<file path="src/rtl/md_arbiter.sv">
// md_arbiter: round-robin arbiter and sequencer that shares one iterative
// multiply/divide unit (mult_div) between NREQ requesters.
//   - Requests are accepted over per-requester valid/ready handshakes.
//   - The winner's operands are registered and held stable for the unit.
//   - The result goes back to the originating requester over a
//     per-requester valid/ready response channel.
// Optional feature macro: MD_ARB_ZERO_BYPASS_EN. When it is defined, trivial
// zero-operand requests are answered directly and never reach the unit.
module md_arbiter #(
  parameter int NREQ = 4,
  parameter int DW   = 8,
  parameter int C_DW = 2 * DW
) (
  input  logic                 clk_i,
  input  logic                 rst_ni,
  input  logic [NREQ-1:0]      req_vld_i,
  output logic [NREQ-1:0]      req_rdy_o,
  input  logic [NREQ-1:0]      req_op_i,
  input  logic [2*NREQ-1:0]    req_tc_i,
  input  logic [NREQ*DW-1:0]   req_a_i,
  input  logic [NREQ*DW-1:0]   req_b_i,
  output logic [NREQ-1:0]      rsp_vld_o,
  input  logic [NREQ-1:0]      rsp_rdy_i,
  output logic [C_DW-1:0]      rsp_c_o,
  output logic                 rsp_dbz_o,
  output logic                 rsp_ovf_o,
  output logic                 md_en_po,
  output logic                 md_op_o,
  output logic [1:0]           md_tc_o,
  output logic [DW-1:0]        md_a_o,
  output logic [DW-1:0]        md_b_o,
  input  logic                 md_busy_i,
  input  logic                 md_c_vld_i,
  input  logic [C_DW-1:0]      md_c_i,
  input  logic                 md_dbz_i,
  input  logic                 md_ovf_i
);

  localparam int IW = $clog2(NREQ);

  typedef enum logic [1:0] {IDLE, ISSUE, WAIT, RESP} state_e;

  state_e          state_q, state_d;
  logic [IW-1:0]   ptr_q;      // first index searched in the next arbitration
  logic [IW-1:0]   owner_q;    // requester that owns the operation in flight
  logic [IW-1:0]   gnt_idx;
  logic            gnt_found;
  logic            req_fire;
  logic            bypass;
  logic            res_cap;
  logic            sel_op;
  logic [1:0]      sel_tc;
  logic [DW-1:0]   sel_a, sel_b;
  logic [C_DW-1:0] res_c;
  logic            res_dbz, res_ovf;

  // Round-robin search. It starts at ptr_q and wraps explicitly, so the
  // search is also correct when NREQ is not a power of two.
  always_comb begin
    // NOTE: every variable gets a default before any branch; a path that
    // leaves one unassigned would infer a latch.
    int            cand;
    logic [IW-1:0] cand_idx;
    gnt_found = 1'b0;
    gnt_idx   = '0;
    cand      = 0;
    cand_idx  = '0;
    for (int i = 0; i < NREQ; i++) begin
      cand = int'(ptr_q) + i;
      if (cand >= NREQ) cand = cand - NREQ;
      cand_idx = cand[IW-1:0];
      if (!gnt_found && req_vld_i[cand_idx]) begin
        gnt_found = 1'b1;
        gnt_idx   = cand_idx;
      end
    end
  end

  // The ready is one-hot for the winner and only asserts in IDLE. It is also
  // held off while in reset, because the registers cannot capture a handshake.
  always_comb begin
    req_rdy_o = '0;
    if (rst_ni && state_q == IDLE && gnt_found) req_rdy_o[gnt_idx] = 1'b1;
  end

  assign req_fire = (state_q == IDLE) && gnt_found;
  assign sel_op   = req_op_i[gnt_idx];
  assign sel_tc   = req_tc_i[int'(gnt_idx) * 2 +: 2];
  assign sel_a    = req_a_i[int'(gnt_idx) * DW +: DW];
  assign sel_b    = req_b_i[int'(gnt_idx) * DW +: DW];

`ifdef MD_ARB_ZERO_BYPASS_EN
  // Zero operands have a known answer, so those requests skip the unit.
  assign bypass = sel_op ? (sel_b == '0) : ((sel_a == '0) || (sel_b == '0));
`else
  assign bypass = 1'b0;
`endif

  // Result source. Normally this is the unit. A bypassed request instead
  // uses the fixed zero-operand answer.
  always_comb begin
    res_c   = md_c_i;
    res_dbz = md_dbz_i;
    res_ovf = md_ovf_i;
`ifdef MD_ARB_ZERO_BYPASS_EN
    if (state_q == IDLE) begin
      res_c   = sel_op ? {sel_a, {DW{1'b1}}} : '0;
      res_dbz = sel_op;
      res_ovf = 1'b0;
    end
`endif
  end

  assign res_cap = ((state_q == WAIT) && md_c_vld_i) || (req_fire && bypass);

  // Sequencer next-state logic and the per-state outputs.
  always_comb begin
    state_d   = state_q;
    md_en_po  = 1'b0;
    rsp_vld_o = '0;
    unique case (state_q)
      IDLE:  if (req_fire) state_d = bypass ? RESP : ISSUE;
      ISSUE: begin
        md_en_po = 1'b1;
        state_d  = WAIT;
      end
      WAIT:  if (md_c_vld_i) state_d = RESP;
      RESP: begin
        rsp_vld_o[owner_q] = 1'b1;
        if (rsp_rdy_i[owner_q]) state_d = IDLE;
      end
      default: state_d = IDLE;
    endcase
  end

  // State, arbitration pointer and owner registers.
  always_ff @(posedge clk_i or negedge rst_ni) begin
    // NOTE: sequential state uses non-blocking assignments, so every flop
    // samples values from before the edge no matter what order the code is in.
    if (!rst_ni) begin
      state_q <= IDLE;
      ptr_q   <= '0;
      owner_q <= '0;
    end else begin
      state_q <= state_d;
      if (req_fire) begin
        owner_q <= gnt_idx;
        ptr_q   <= (gnt_idx == IW'(NREQ - 1)) ? '0 : gnt_idx + 1'b1;
      end
    end
  end

  // Operand registers load only on an accepted request. This keeps the
  // unit's inputs stable for the whole calculation.
  always_ff @(posedge clk_i or negedge rst_ni) begin
    if (!rst_ni) begin
      md_op_o <= 1'b0;
      md_tc_o <= '0;
      md_a_o  <= '0;
      md_b_o  <= '0;
    end else if (req_fire) begin
      md_op_o <= sel_op;
      md_tc_o <= sel_tc;
      md_a_o  <= sel_a;
      md_b_o  <= sel_b;
    end
  end

  // Response registers hold the result until the owner accepts it.
  always_ff @(posedge clk_i or negedge rst_ni) begin
    if (!rst_ni) begin
      rsp_c_o   <= '0;
      rsp_dbz_o <= 1'b0;
      rsp_ovf_o <= 1'b0;
    end else if (res_cap) begin
      rsp_c_o   <= res_c;
      rsp_dbz_o <= res_dbz;
      rsp_ovf_o <= res_ovf;
    end
  end

  // The shared unit must never be started while it is still busy.
  a_no_en_while_busy: assert property (
    @(posedge clk_i) disable iff (!rst_ni) md_en_po |-> !md_busy_i);

endmodule

</file>
<file path="config.mk">
export PLATFORM = sky130hd
export DESIGN_NAME = md_arbiter
export DESIGN_NICKNAME = d
export VERILOG_FILES = /design/src/rtl/md_arbiter.sv
export SDC_FILE = /design/constraint.sdc
export NUM_CORES = 1
export LEC_CHECK = 0
export BUFFER_PORTS_ARGS = -buffer_cell sky130_fd_sc_hd__buf_2
export CORE_AREA = 10 10 87 89
export CTS_CLUSTER_DIAMETER = 30
export CTS_CLUSTER_SIZE = 28
export DETAILED_ROUTE_END_ITERATION = 8
export DIE_AREA = 0 0 97 99
export PLACE_DENSITY = 0.86
export SLEW_MARGIN = 20
export SYNTH_ARGS = -nofsm -noshare
export SYNTH_HDL_FRONTEND = slang
export SYNTH_SLANG_ARGS = --single-unit
</file>
<file path="constraint.sdc">
create_clock -name clk_i -period 2.1 [get_ports clk_i]
set_input_delay 0.315 -clock clk_i [delete_from_list [all_inputs] [get_ports clk_i]]
set_output_delay 0.315 -clock clk_i [all_outputs]
set_load 0.1 [all_outputs]
</file>
# Yosys cells after proc, flatten, opt, wreduce, memory -nomap -nowiden

Cells that the tools add are included.

Register bits: 43
Output and inout port bits: 46
Input port bits: 106

Add/subtract/negate cells: 8
Mux-type cells: 36
Eq/ne operators: 7
$lt $le $gt $ge: 12
Reductions and logical operators: 14
Shifts and indexed selects: 3

Operators by type and width:

| kind                                                              | number |
|---|---|
| variable part select 32 x 6 -> 8 bit                              | 2 |
| 2-to-1 mux 2 bit                                                  | 12 |
| less-than comparator 2 x 3 -> 1 bit, second input constant        | 6 |
| 2-to-1 mux 1 bit                                                  | 13 |
| binary-select mux 1 bit (select 2 bit)                            | 6 |
| greater-or-equal comparator 3 bit, second input constant          | 3 |
| logical AND 1 bit                                                 | 9 |
| 2-to-1 mux 4 bit                                                  | 2 |
| one-hot mux 2 bit (4 select lines)                                | 1 |
| variable part select 8 x 4 -> 2 bit                               | 1 |
| subtractor 2 x 1 -> 2 bit, second input constant                  | 4 |
| adder 2 x 2 -> 3 bit, second input constant                       | 2 |
| equality test 2 bit, second input constant                        | 3 |
| != test 2 bit, second input constant                              | 3 |
| demux 1 bit (select 2 bit)                                        | 2 |
| greater-or-equal comparator 2 x 1 -> 1 bit, second input constant | 2 |
| adder 2 x 1 -> 3 bit, second input constant                       | 1 |
| greater-or-equal comparator 2 x 3 -> 1 bit, second input constant | 1 |
| logical NOT 1 bit                                                 | 3 |
| AND reduction 3 bit                                               | 1 |
| adder 2 x 1 -> 2 bit, second input constant                       | 1 |
| equality test 2 x 1 -> 1 bit, second input constant               | 1 |
| logical NOT 2 bit                                                 | 1 |

# Depth between registers and ports, before layout

Word-level depth: 19
Mapped depth: 8

# Worst setup path before layout

No wires, ideal clock.

Path kind: reg-to-output
Start: reg state_q[0]
End: out rsp_vld_o[0]
Required time: 1.785 ns
Slack: -0.997 ns
Cell stages (with the launch flop): 3
Arrival: 2.782 ns
Path buffers: 0
Cell sequence: dfrtp_1 -> ha_1 -> nor3b_1

Word-level cells in the longest chain between the ends: 2

Ends and longest elaborated chain:

| item                   | RTL line | RTL |
|---|---|---|
| from (decl)            | 43       | `state_e state_q, state_d;` |
| from (signal assigned) | 145      | `state_q <= state_d;` |
| equality test 2 bit    | 121      | `unique case (state_q)` |
| 2-to-1 mux 4 bit       | 121      |  |
| to (decl)              | 22       | `output logic [NREQ-1:0] rsp_vld_o,` |

No other way between the ends.

# Worst setup path after layout

Start: reg ptr_q[1]
End: out req_rdy_o[2]

Word-level cells in the longest chain between the ends: 19
Elaborated cells on any way between the ends: 44
Classes of those cells: add/sub: 7; order compare: 6; mux: 23; reduce/logical: 8

Ends and longest elaborated chain:

| item                                                                          | RTL line | RTL |
|---|---|---|
| from (decl)                                                                   | 44       | `logic [IW-1:0] ptr_q;` |
| from (signal assigned)                                                        | 148      | `ptr_q <= (gnt_idx == IW'(NREQ - 1)) ? '0 : gnt_idx + 1'b1;` |
| parallel branches: the longest is 18 deep, another holds adder 2 x 1 -> 3 bit | -        |  |
| 2-to-1 mux 4 bit *                                                            | 83       | `if (rst_ni && state_q == IDLE && gnt_found) req_rdy_o[gnt_idx] = 1'b1;` |
| to (decl)                                                                     | 17       | `output logic [NREQ-1:0] req_rdy_o,` |

Mark *: on every way between the ends. The select of a mux whose other input is x is not followed.

==> results.cfg <==
[min_path]
hp-class = in -> reg

[timing]
post-route-period-util_pct = 103
finalSetupViolCount = 2
period_needed_ps = 2160
tightest_slew_ps = 513
drv_slew = 0
setup_ws_ps = -59.8
fin_skew_ps = 8.80
max_freq_ghz = 0.463
slew_headroom_pct = 66.1
rsz0062_at_grt = true
finalHoldViolations = 0

[synthesis]
synth-seq-cells = 43
yosys.cell_types.count = 34
synth_edf_count = 0
ys_seq_area_share_pct = 44.4
ys.flop_type = dfrtp_1
async_flop_share_pct = 100
syn_area_per_cell_um2 = 11.5
yosysWarnings = 0
synth_cells = 210
synth_nets = 322
syn_area_um2 = 2420

[critical_path]
worstPathRequired_ps = 1780
worstPathArrival_ps = 1840
crit_top_cell = and3_4
critPathBufInv = 2
cp-end-kind = output pin
cp_top_family = simple AND/OR/NAND/NOR gates
start_kind = register
worst-path-max-fanout = 6
path_class = reg -> out
slowest_stage = dfrtp_2
cp_slowest_stage_delay_ps = 440
worstPathCellList = nand2b_4 -> and3_4 -> a211oi_4 -> inv_2 -> ha_2 -> and3_4 -> buf_12

[placed_design]
post_dp_cell_area_um2 = 3390
hpwl_mm = 6.77
portBuffers = 150
gp_congestion = 0.872
post-place-ws_ps = 92.5

[run_status]
status = finished with violations
violations = setup timing

[route]
drt-pass1-iter-count = 4
drcViolationCount = 0
via_count = 2304
wl_mm = 8.12
ant_nets = 0
drtIter0Drc = 32
wl_per_cell_um = 18.2
via_per_inst = 5.18

[global_routing]
grt_antenna_before_repair = 0
grt_pass1_vias = 2635
gr-total-overflow = 0
grt_max_degree = 29
track_usage_pct = 16.3
grt_pass1_wl_mm = 12.9

[clocking]
clk_path_buf_depth = 2
cts_sinks = 43
clk_latency_ps = 290
cts_tree = built
cts-root-buf = clkbuf_8
path_clk_slew_ps = 80
numCtsBuffers = 5
htreeDepth = 2

[floorplanning]
start_util_pct = 41.4
die_y_um = 99
io_pins = 152
num_rows = 28
core-area_um2 = 5850
die_area_um2 = 9600
die_x_um = 97

[final_layout]
diodes = 0
areaGrowthSynthToFinish_pct = 46.4
drive_gt1_share_pct = 61.1
nets = 481
final_area_um2 = 3550

[flow_run]
max_cap_viol_count = 0
[layer usage]
layer | share of wire (%) | up-vias | global-route usage, %
met4 | 0.99 | 0 | 4.99
met2 | 46 | 134 | 26.1
met5 | 0 | - | 0
li1 | - | 1102 | -
met1 | 41 | 1062 | 17.8
met3 | 13 | 6 | 9.64
[cells in the mapped netlist (2+ instances only)]
master	count	share of area (%)
buf_4	2	0.62
nand2_1	10	1.5
o22ai_1	3	0.77
inv_1	4	0.62
and3_1	6	1.5
dfrtp_1	43	44
ha_1	6	3.1
nand3_1	2	0.41
o22ai_2	17	8.8
a21oi_1	2	0.41
buf_6	3	1.4
a221oi_1	20	7.2
o21ai_1	4	0.83
clkbuf_1	8	1.2
mux2i_1	19	7.8
buf_2	2	0.41
mux2_2	18	8.4
nor2_1	23	3.6
nor2b_1	3	0.77
[worst paths after layout]
check / cells after the start / start / end / slack, ps
max reg2reg: 7 / ptr_q[1] / md_b_o[5] / 220
max in group asynchronous: 3 / rst_ni / md_b_o[3] / 1000
min in group asynchronous: 2 / rst_ni / md_tc_o[1] / 460
min: 2 / md_c_i[1] / rsp_c_o[1] / 250
max: 7 / ptr_q[1] / req_rdy_o[2] / -60
min reg2reg: 1 / rsp_c_o[9] / rsp_c_o[9] / 500
[per-stage QoR]
step	hold slack (ps)	instances	util, %	setup TNS (ps)
after CTS	241	445	60.6	-139
after floorplan	19.4	210	-	-143
after global routing	241	445	60.7	-288
after global placement	212	433	58.0	0
after detailed placement	218	433	58.0	0
final	255	445	60.7	-108
[registers in the layout (all words and copies together) (netlist names)]
| name | flops |
|---|---|
| md_a_o | 8 |
| owner_q | 2 |
| rsp_c_o | 16 |
| ptr_q | 2 |
| state_q | 2 |
| md_b_o | 8 |
| md_op_o | 1 |
| md_tc_o | 2 |
| rsp_ovf_o | 1 |
| rsp_dbz_o | 1 |
[area by class of cell]
type	count	area (um^2)
fillers	507	2300
well taps	75	93.8
flip-flops and latches	43	1080
clock inverters	3	43.8
repair buffers	167	978
inverters	5	18.8
clock buffers	5	68.8
multi-input cells	147	1270
[placed cells by master (no fill, tap or decap), drive strengths merged, types with 4 or more instances in the layout]
cell type,n
mux2,18
nor2,23
dfrtp,43
nor2b,4
and3,7
buf,166
a221oi,20
nand2,10
inv,5
o21ai,6
clkbuf,5
mux2i,19
ha,6
o22ai,20
[cell families (layout without fill, tap and decap cells)]
family                     count (synthesis)  after routing  synth area share (%)
DFF                                       43             43                  44.4
adders and majority gates                  6              6                  3.10
AOI/OAI and AO/OA                         51             51                  20.2
muxes                                     38             38                  17.1
and+or+nand+nor                           52             52                  10.7
buffers and inverters                     20            180                  4.44
[repair_timing]
action,4_1_cts,5_1_grt
setup buffers,3,0
hold endpoints to repair,8,0
setup endpoints to repair,4,2
gates resized for setup,3,1
hold buffers,1,0
pin swaps,1,0
Power is left out: the tool's default activity adds up to more than one toggle a clock period on the data nets, which glitch-free logic cannot reach.
